--- src/rtl/mfcc_sched_pkg.sv ---
// Shared types and default constants for the MFCC frame scheduler.
package mfcc_sched_pkg;

    typedef enum logic [2:0] {
        S_IDLE     = 3'd0,
        S_WAIT_WIN = 3'd1,
        S_HAMMING  = 3'd2,
        S_FFT      = 3'd3,
        S_MEL      = 3'd4,
        S_DCT      = 3'd5
    } sched_state_t;

    localparam int FRAME_CNT_WIDTH_DEF = 16;
    localparam int TIMEOUT_CYCLES_DEF  = 65535;

endpackage

--- src/rtl/sched_watchdog.sv ---
// Per-stage watchdog: counts cycles spent in one processing state and flags a timeout.
// Only instantiated when SCHED_WATCHDOG_EN is defined.
module sched_watchdog
    import mfcc_sched_pkg::*;
#(
    parameter int TIMEOUT_CYCLES = TIMEOUT_CYCLES_DEF
) (
    input  logic         clk,
    input  logic         rst,
    input  sched_state_t state_i,
    output logic         timeout_o
);

    localparam int CW = $clog2(TIMEOUT_CYCLES + 1);

    sched_state_t  prev_q;
    logic [CW-1:0] cnt_q, cnt_d;
    logic          in_stage;
    logic          same_state;

    assign in_stage   = state_i inside {S_HAMMING, S_FFT, S_MEL, S_DCT};
    assign same_state = (state_i == prev_q);

    always_comb begin
        cnt_d = cnt_q;
        if (!same_state) begin
            cnt_d = '0;
        end else if (in_stage && cnt_q != CW'(TIMEOUT_CYCLES)) begin
            cnt_d = cnt_q + CW'(1);
        end
    end

    always_ff @(posedge clk or posedge rst) begin
        if (rst) begin
            prev_q <= S_IDLE;
            cnt_q  <= '0;
        end else begin
            prev_q <= state_i;
            cnt_q  <= cnt_d;
        end
    end

    assign timeout_o = in_stage && same_state && (cnt_q == CW'(TIMEOUT_CYCLES));

endmodule

--- src/rtl/mfcc_frame_scheduler.sv ---
// Central sequencer for window -> Hamming -> FFT -> MEL -> DCT, with early window advance.
// Optional per-stage watchdog enabled by defining SCHED_WATCHDOG_EN.
module mfcc_frame_scheduler
    import mfcc_sched_pkg::*;
#(
    parameter int FRAME_CNT_WIDTH = FRAME_CNT_WIDTH_DEF,
    parameter int TIMEOUT_CYCLES  = TIMEOUT_CYCLES_DEF
) (
    input  logic                       clk,
    input  logic                       rst,
    input  logic                       enable_i,
    input  logic                       abort_i,
    input  logic [FRAME_CNT_WIDTH-1:0] num_frames_i,
    input  logic                       window_ready_i,
    input  logic                       window_idle_i,
    input  logic                       hamming_done_i,
    input  logic                       fft_done_i,
    input  logic                       mel_done_i,
    input  logic                       dct_done_i,
    output logic                       hamming_start_o,
    output logic                       fft_start_o,
    output logic                       mel_start_o,
    output logic                       dct_start_o,
    output logic                       start_move_o,
    output logic                       frame_done_o,
    output logic [FRAME_CNT_WIDTH-1:0] frame_count_o,
    output logic                       busy_o,
    output logic [2:0]                 stage_o,
    output logic                       overrun_o,
    output logic                       error_o
);

    // Handshake: *_done_i and window_ready_i are one-cycle pulses sampled on posedge;
    // every *_start_o, start_move_o and frame_done_o is a registered one-cycle pulse
    // raised in the cycle after the condition that triggers it.

    sched_state_t               state_q, state_d, stage_q;
    logic                       pending_q, pending_d;
    logic                       move_req_q, move_req_d;
    logic                       overrun_q, overrun_d;
    logic                       error_q, error_d;
    logic [FRAME_CNT_WIDTH-1:0] count_q, count_d, count_inc;
    logic [FRAME_CNT_WIDTH-1:0] num_q, num_d;
    logic                       ham_d, fft_d, mel_d, dct_d, move_d, fdone_d;
    logic                       ham_q, fft_q, mel_q, dct_q, move_q, fdone_q;
    logic                       busy_q;
    logic                       wdog_timeout;

`ifdef SCHED_WATCHDOG_EN
    sched_watchdog #(
        .TIMEOUT_CYCLES(TIMEOUT_CYCLES)
    ) u_watchdog (
        .clk       (clk),
        .rst       (rst),
        .state_i   (state_q),
        .timeout_o (wdog_timeout)
    );
`else
    // Watchdog compiled out: the limit is never reached.
    assign wdog_timeout = (TIMEOUT_CYCLES < 0);
`endif

    assign count_inc = (count_q == '1) ? count_q : count_q + FRAME_CNT_WIDTH'(1);

    always_comb begin
        state_d    = state_q;
        pending_d  = pending_q;
        move_req_d = move_req_q;
        overrun_d  = overrun_q;
        error_d    = error_q;
        count_d    = count_q;
        num_d      = num_q;
        ham_d      = 1'b0;
        fft_d      = 1'b0;
        mel_d      = 1'b0;
        dct_d      = 1'b0;
        move_d     = 1'b0;
        fdone_d    = 1'b0;

        if (move_req_q && window_idle_i) begin
            move_d     = 1'b1;
            move_req_d = 1'b0;
        end

        if (window_ready_i && state_q != S_WAIT_WIN) begin
            if (pending_q) overrun_d = 1'b1;
            else           pending_d = 1'b1;
        end

        case (state_q)
            S_IDLE: begin
                if (enable_i) begin
                    state_d   = S_WAIT_WIN;
                    num_d     = num_frames_i;
                    count_d   = '0;
                    overrun_d = 1'b0;
                    error_d   = 1'b0;
                end
            end
            S_WAIT_WIN: begin
                if (window_ready_i || pending_q) begin
                    ham_d     = 1'b1;
                    pending_d = 1'b0;
                    state_d   = S_HAMMING;
                end
            end
            S_HAMMING: begin
                if (hamming_done_i) begin
                    fft_d      = 1'b1;
                    move_req_d = 1'b1;
                    state_d    = S_FFT;
                end
            end
            S_FFT: begin
                if (fft_done_i) begin
                    mel_d   = 1'b1;
                    state_d = S_MEL;
                end
            end
            S_MEL: begin
                if (mel_done_i) begin
                    dct_d   = 1'b1;
                    state_d = S_DCT;
                end
            end
            S_DCT: begin
                if (dct_done_i) begin
                    fdone_d = 1'b1;
                    count_d = count_inc;
                    if ((num_q != '0 && count_inc == num_q) || !enable_i) begin
                        state_d   = S_IDLE;
                        pending_d = 1'b0;
                    end else begin
                        state_d = S_WAIT_WIN;
                    end
                end
            end
            default: state_d = S_IDLE;
        endcase

        // Abort and watchdog timeout override everything above; the frame count survives.
        if (abort_i || wdog_timeout) begin
            state_d    = S_IDLE;
            pending_d  = 1'b0;
            move_req_d = 1'b0;
            overrun_d  = overrun_q;
            error_d    = error_q | wdog_timeout;
            count_d    = count_q;
            num_d      = num_q;
            ham_d      = 1'b0;
            fft_d      = 1'b0;
            mel_d      = 1'b0;
            dct_d      = 1'b0;
            move_d     = 1'b0;
            fdone_d    = 1'b0;
        end
    end

    always_ff @(posedge clk or posedge rst) begin
        if (rst) begin
            state_q    <= S_IDLE;
            stage_q    <= S_IDLE;
            pending_q  <= 1'b0;
            move_req_q <= 1'b0;
            overrun_q  <= 1'b0;
            error_q    <= 1'b0;
            count_q    <= '0;
            num_q      <= '0;
            ham_q      <= 1'b0;
            fft_q      <= 1'b0;
            mel_q      <= 1'b0;
            dct_q      <= 1'b0;
            move_q     <= 1'b0;
            fdone_q    <= 1'b0;
            busy_q     <= 1'b0;
        end else begin
            state_q    <= state_d;
            // A timed-out stage stays visible for one extra cycle.
            stage_q    <= wdog_timeout ? state_q : state_d;
            pending_q  <= pending_d;
            move_req_q <= move_req_d;
            overrun_q  <= overrun_d;
            error_q    <= error_d;
            count_q    <= count_d;
            num_q      <= num_d;
            ham_q      <= ham_d;
            fft_q      <= fft_d;
            mel_q      <= mel_d;
            dct_q      <= dct_d;
            move_q     <= move_d;
            fdone_q    <= fdone_d;
            busy_q     <= (state_d != S_IDLE);
        end
    end

    assign hamming_start_o = ham_q;
    assign fft_start_o     = fft_q;
    assign mel_start_o     = mel_q;
    assign dct_start_o     = dct_q;
    assign start_move_o    = move_q;
    assign frame_done_o    = fdone_q;
    assign frame_count_o   = count_q;
    assign busy_o          = busy_q;
    assign stage_o         = stage_q;
    assign overrun_o       = overrun_q;
    assign error_o         = error_q;

endmodule

--- config.mk ---
export PLATFORM = sky130hd
export DESIGN_NAME = mfcc_frame_scheduler
export DESIGN_NICKNAME = d
export VERILOG_FILES = /design/src/rtl/mfcc_sched_pkg.sv /design/src/rtl/sched_watchdog.sv /design/src/rtl/mfcc_frame_scheduler.sv
export SDC_FILE = /design/constraint.sdc
export NUM_CORES = 1
export LEC_CHECK = 0
export CAP_MARGIN = 20
export CORE_UTILIZATION = 50
export DETAILED_ROUTE_END_ITERATION = 16
export GPL_TIMING_DRIVEN = 0
export PLACE_DENSITY = 0.77
export SYNTH_ARGS = -nofsm -noshare
export SYNTH_HDL_FRONTEND = slang
export SYNTH_HIERARCHICAL = 1
export SYNTH_SLANG_ARGS = --single-unit
--- constraint.sdc ---
create_clock -name clk -period 3.6 [get_ports clk]
set_input_delay 1.08 -clock clk [delete_from_list [all_inputs] [get_ports clk]]
set_output_delay 1.08 -clock clk [all_outputs]
set_load 0.05 [all_outputs]
# After elaboration in Yosys (flattened, before gate mapping)
# Cells that the tools add are included.
dict set report classes {
  n_mux 44
  bitwise 1
  n_eq_ne 10
  add_sub_neg 1
  n_reduce_logical 12
}
# op count
set op_table {}
lappend op_table {{$mux W16} 3}
lappend op_table {{$pmux W16 S2} 1}
lappend op_table {{$mux W1} 31}
lappend op_table {{$mux W3} 7}
lappend op_table {{$pmux W3 S6} 1}
lappend op_table {{$add A16 B1 Y16 const B} 1}
lappend op_table {{$eq A16 B16 Y1} 1}
lappend op_table {{$eq A16 B16 Y1 const B} 1}
lappend op_table {{$reduce_bool A16 Y1} 1}
lappend op_table {{$eq A3 B2 Y1 const B} 2}
lappend op_table {{$eq A3 B3 Y1 const B} 2}
lappend op_table {{$ne A2 B2 Y1 const B} 2}
lappend op_table {{$reduce_and A4 Y1} 1}
lappend op_table {{$eq A3 B1 Y1 const B} 1}
lappend op_table {{$logic_and A1 B1 Y1} 3}
lappend op_table {{$logic_not A3 Y1} 1}
lappend op_table {{$ne A3 B1 Y1 const B} 1}
lappend op_table {{$reduce_and A3 Y1} 1}
lappend op_table {{$reduce_bool A3 Y1} 1}
lappend op_table {{$logic_or A1 B1 Y1} 2}
lappend op_table {{$pmux W1 S2} 1}
lappend op_table {{$reduce_bool A2 Y1} 1}
lappend op_table {{$logic_not A1 Y1} 1}
lappend op_table {{$not A1 Y1} 1}
dict set report totals {
  elab_cells 81
  in_bits 26
  regBits 45
}

# Logic depth before layout (Yosys ltp)
dict set report logic_depth {
  depth_word 10
  depth_mapped 9
  ltp_nobuf 8
}

# Worst setup path after synthesis
# Ideal clock, no wire load.
dict set report synth_path {
  path_type {register to register}
  from {register count_q[0] (netlist: frame_count_o[0])}
  to {register busy_q (netlist: busy_o)}
  t_arrival_ns 2.716
  setup_ns 0.138
  synth_period_minus_slack_ns 2.854
  path_stages_with_launch 10
  path_buffers 1
  setup_slack_ns 0.746
  cell_sequence {dfrtp_1 > ha_1 > and4_1 > buf_2 > nand4_1 > a311o_1 > a32oi_1 > nand4_1 > o311ai_1 > nand3_1}
}
dict set report synth_between {
  elab_chain_cells 10
}
# item line
set synth_rtl {}
lappend synth_rtl {{start: declaration} mfcc_frame_scheduler.sv:42} ;# logic [FRAME_CNT_WIDTH-1:0] count_q, count_d, count_inc;
lappend synth_rtl {{start signal: assignment} mfcc_frame_scheduler.sv:184} ;# count_q <= count_d;
lappend synth_rtl {{$add A16 B1 Y16 or $eq A16 B16 Y1 (tied branches)} mfcc_frame_scheduler.sv:63} ;# assign count_inc = (count_q == '1) ? count_q : count_q + FRAME_CNT_WIDTH'(1);
lappend synth_rtl {{$mux W16 *} mfcc_frame_scheduler.sv:63}
lappend synth_rtl {{$eq A16 B16 Y1 *} mfcc_frame_scheduler.sv:130} ;# if ((num_q != '0 && count_inc == num_q) || !enable_i) begin
lappend synth_rtl {{$logic_and A1 B1 Y1 *} mfcc_frame_scheduler.sv:130}
lappend synth_rtl {{$logic_or A1 B1 Y1 *} mfcc_frame_scheduler.sv:130}
lappend synth_rtl {{$mux W1 *} mfcc_frame_scheduler.sv:130}
lappend synth_rtl {{$mux W3 *} mfcc_frame_scheduler.sv:127} ;# if (dct_done_i) begin
lappend synth_rtl {{$pmux W3 S6 *} mfcc_frame_scheduler.sv:90} ;# case (state_q)
lappend synth_rtl {{$mux W3 *} mfcc_frame_scheduler.sv:142} ;# if (abort_i || wdog_timeout) begin
lappend synth_rtl {{$reduce_bool A3 Y1 *} mfcc_frame_scheduler.sv:192} ;# busy_q <= (state_d != S_IDLE);
lappend synth_rtl {{end signal: assignment} mfcc_frame_scheduler.sv:192}
lappend synth_rtl {{end: declaration} mfcc_frame_scheduler.sv:46} ;# logic busy_q;
# Every way passes the cells marked *; elsewhere a longest branch is shown, timed or not.
# A chain may end at the register's enable or synchronous reset.

# Worst setup path in the final report
# Ends and elaborated chain as after synthesis.

==> flow_metrics.env <==
export IMPL_status="finished clean"
export IMPL_die_h_um=76.3
export IMPL_synth_edf_count=0
export IMPL_core_area_um2=5200
export IMPL_start_kind="flip-flop"
export IMPL_yosysSeqAreaShare_pct=40.8
export IMPL_placed_cell_area_um2=3390
export IMPL_syn_num_nets=310
export IMPL_relSlewSlack_pct=63.7
export IMPL_tns_ns=0
export IMPL_finalCritPeriodShare_pct=87.4
export IMPL_vdd_drop_max_mv=0.291
export IMPL_grt_usage_pct=24.9
export IMPL_fin_hold_ws_ns=0.509
export IMPL_ys_ff_latch=45
export IMPL_fin_crit_ns=3.14
export IMPL_grt_pass1_wl_mm=11.5
export IMPL_drc=0
export IMPL_crit_path_frequent_cell="nand4_1"
export IMPL_clock_skew_ns=0.00948
export IMPL_tightest_slew_ns=0.540
export IMPL_syn_instance_count=283
export IMPL_synth_area_um2=2760
export IMPL_maxSlewViolCount=0
export IMPL_grt_pass1_vias=2384
export IMPL_hold_buffers=0
export IMPL_dp_hpwl_mm=5.07
export IMPL_fillCellCount=434
export IMPL_setup_viol=0
export IMPL_p_sw_mw=0.400
export IMPL_crit_fanout=9
export IMPL_gp_congestion=0.900
export IMPL_nets=370
export IMPL_via_per_inst=6.17
export IMPL_clock_latency_ns=0.31
export IMPL_slowest_delay_ns=0.50
export IMPL_final_cell_mix="clkdlybuf4s50_1 (52), dfrtp_1 (45), nor2_1 (22), nand2_1 (16), mux2_2 (16)"
export IMPL_finalHoldViolations=0
export IMPL_htreeDepth=2
export IMPL_postRouteWirelength_mm=6.91
export IMPL_hp_class="reg -> reg"
export IMPL_dr_pass1_iters=6
export IMPL_synthArstFlopShare_pct=100
export IMPL_clkPwrFrac_pct=30.4
export IMPL_yosysWarnings=6
export IMPL_cp_cell_sequence="ha_1 -> and4_1 -> buf_2 -> nand4_1 -> a311o_1 -> a32oi_1 -> nand4_1 -> o311ai_1 -> nand3_1"
export IMPL_die_area_um2=5820
export IMPL_worst_setup_path_end_kind="flip-flop"
export IMPL_grt_max_degree=32
export IMPL_swShare_pct=30.2
export IMPL_final_area_um2=3500
export IMPL_area_delta_synth_final_pct=27.0
export IMPL_num_rows=26
export IMPL_drive_gt1_share_pct=14.5
export IMPL_ioPinCount=54
export IMPL_syn_area_per_cell_um2=9.75
export IMPL_via_count=2555
export IMPL_p_int_mw=0.924
export IMPL_power_density_nw_per_um2=378
export IMPL_path_clk_slew_ns=0.09
export IMPL_numCtsBuffers=5
export IMPL_start_util_pct=53.0
export IMPL_cts_root_buf="clkbuf_8"
export IMPL_antenna_found_initial=0
export IMPL_cts_resized=0
export IMPL_max_freq_mhz=318
export IMPL_routedWlPerCell_um=16.7
export IMPL_portBuffers=52
export IMPL_cts_sinks=45
export IMPL_die_x_um=76.3
export IMPL_slowest_stage="dfrtp_1"
export IMPL_synth_flop_cell="dfrtp_1"
export IMPL_path_class="reg -> reg"
export IMPL_cts_buffer_depth=2
export IMPL_cts_setup_buffers=0
export IMPL_pwr_share_comb_pct=22.3
export IMPL_cts_tree="built"
export IMPL_leakagePower_nw=1.39
export IMPL_drv_cap=0
export IMPL_final_common_cell="clkdlybuf4s50_1"
export IMPL_drt_iter0_drc=305
export IMPL_n_antenna_cell=0
export IMPL_crit_required_ns=3.78
export IMPL_synth_distinct_cells=56
export IMPL_cp_arrival_ns=3.32
export IMPL_power_frac_seq_pct=47.3
export IMPL_rsz0062_at_grt="false"
export IMPL_ant_nets=0
export IMPL_overflow=0
## final timing paths
check,cells past startpoint,slack (ns),endpoint,start
min in group asynchronous,2,1.04,frame_count_o[15]$_DFFE_PP0P_,rst
max in group asynchronous,3,2.09,stage_o[2]$_DFF_PP0_,rst
worst max-delay path,9,0.46,busy_o$_DFF_PP0_,frame_count_o[0]$_DFFE_PP0P_
worst min-delay path,2,0.51,start_move_o$_DFF_PP0_,move_req_q$_DFF_PP0_
worst max register to register,9,0.46,busy_o$_DFF_PP0_,frame_count_o[0]$_DFFE_PP0P_
worst min register to register,2,0.51,start_move_o$_DFF_PP0_,move_req_q$_DFF_PP0_
## cells in the mapped netlist, types with 4 or more instances
master | count | area (um2)
nor2_1 | 22 | 82.6
xor2_1 | 6 | 52.6
o21ai_0 | 15 | 75.1
buf_6 | 7 | 78.8
dfrtp_1 | 45 | 1130
o31ai_1 | 4 | 30.0
nand2_1 | 16 | 60.1
nand4_1 | 10 | 62.6
nor3_1 | 8 | 40.0
a21oi_1 | 12 | 60.1
clkbuf_1 | 7 | 26.3
nor4_1 | 7 | 43.8
nand3_1 | 12 | 60.1
xnor2_1 | 15 | 131
mux2_2 | 16 | 180
a31oi_1 | 8 | 50.1
inv_1 | 10 | 37.5
## metal layers
layer / vias up / part of all wire, % / GRT usage, %
met3: 19 / 7.3 / 4.67
met2: 130 / 47 / 39.1
met5: - / 0 / 0
met1: 1228 / 43 / 33.9
li1: 1178 / - / -
met4: 0 / 2.7 / 9.81
## through the flow
stage,instances,total power [mW],worst slack (ns),util [%]
floorplan,283,0.829,0.746,-
global placement,405,0.915,0.435,64.7
detailed placement,406,0.927,0.397,65.1
CTS,414,1.33,0.523,67.3
global route,414,1.39,0.278,67.3
finish,414,1.32,0.455,67.3
## area by class of cell
type / count / area (um2) / area share, %
Multi-Input combinational cell: 209 / 1460 / 41.7
Clock buffer: 5 / 68.8 / 1.96
Buffer: 19 / 135 / 3.86
Timing Repair Buffer: 53 / 541 / 15.4
Tap cell: 70 / 87.6 / 2.50
Inverter: 10 / 37.5 / 1.07
Clock inverter: 3 / 47.5 / 1.36
Sequential cell: 45 / 1130 / 32.1
## power by group through the flow
stage | logic (mW) | registers [mW] | clock network, mW
2_1_floorplan | 0.185 | 0.644 | 0
3_3_place_gp | 0.283 | 0.632 | 0
3_5_place_dp | 0.293 | 0.635 | 0
4_1_cts | 0.295 | 0.625 | 0.414
5_1_grt | 0.322 | 0.634 | 0.435
6_report | 0.295 | 0.626 | 0.402
## worst max-delay path, delay by kind of cell, from the launching register on
| kind | cells | cell delay [ns] |
|---|---|---|
| DFF | 1 | 0.50 |
| AOI/OAI and AO/OA | 3 | 1.08 |
| buffers and inverters | 1 | 0.14 |
| adders and majority gates | 1 | 0.36 |
| and+or+nand+nor | 4 | 0.95 |
## cell families (layout without fill, tap and decap cells)
| kind of cell | count (synthesis) | count (layout) | synth area share [%] |
|---|---|---|---|
| and+or+nand+nor | 101 | 101 | 20.9 |
| DFF | 45 | 45 | 40.8 |
| buffers and inverters | 29 | 90 | 6.26 |
| xor gates and xnor gates | 21 | 21 | 6.66 |
| AOI/OAI and AO/OA | 65 | 65 | 16.4 |
| other | 1 | 1 | 0.136 |
| adders and majority gates | 1 | 1 | 0.453 |
| muxes | 20 | 20 | 8.43 |
No activity file was read; power rests on OpenSTA's default activity.
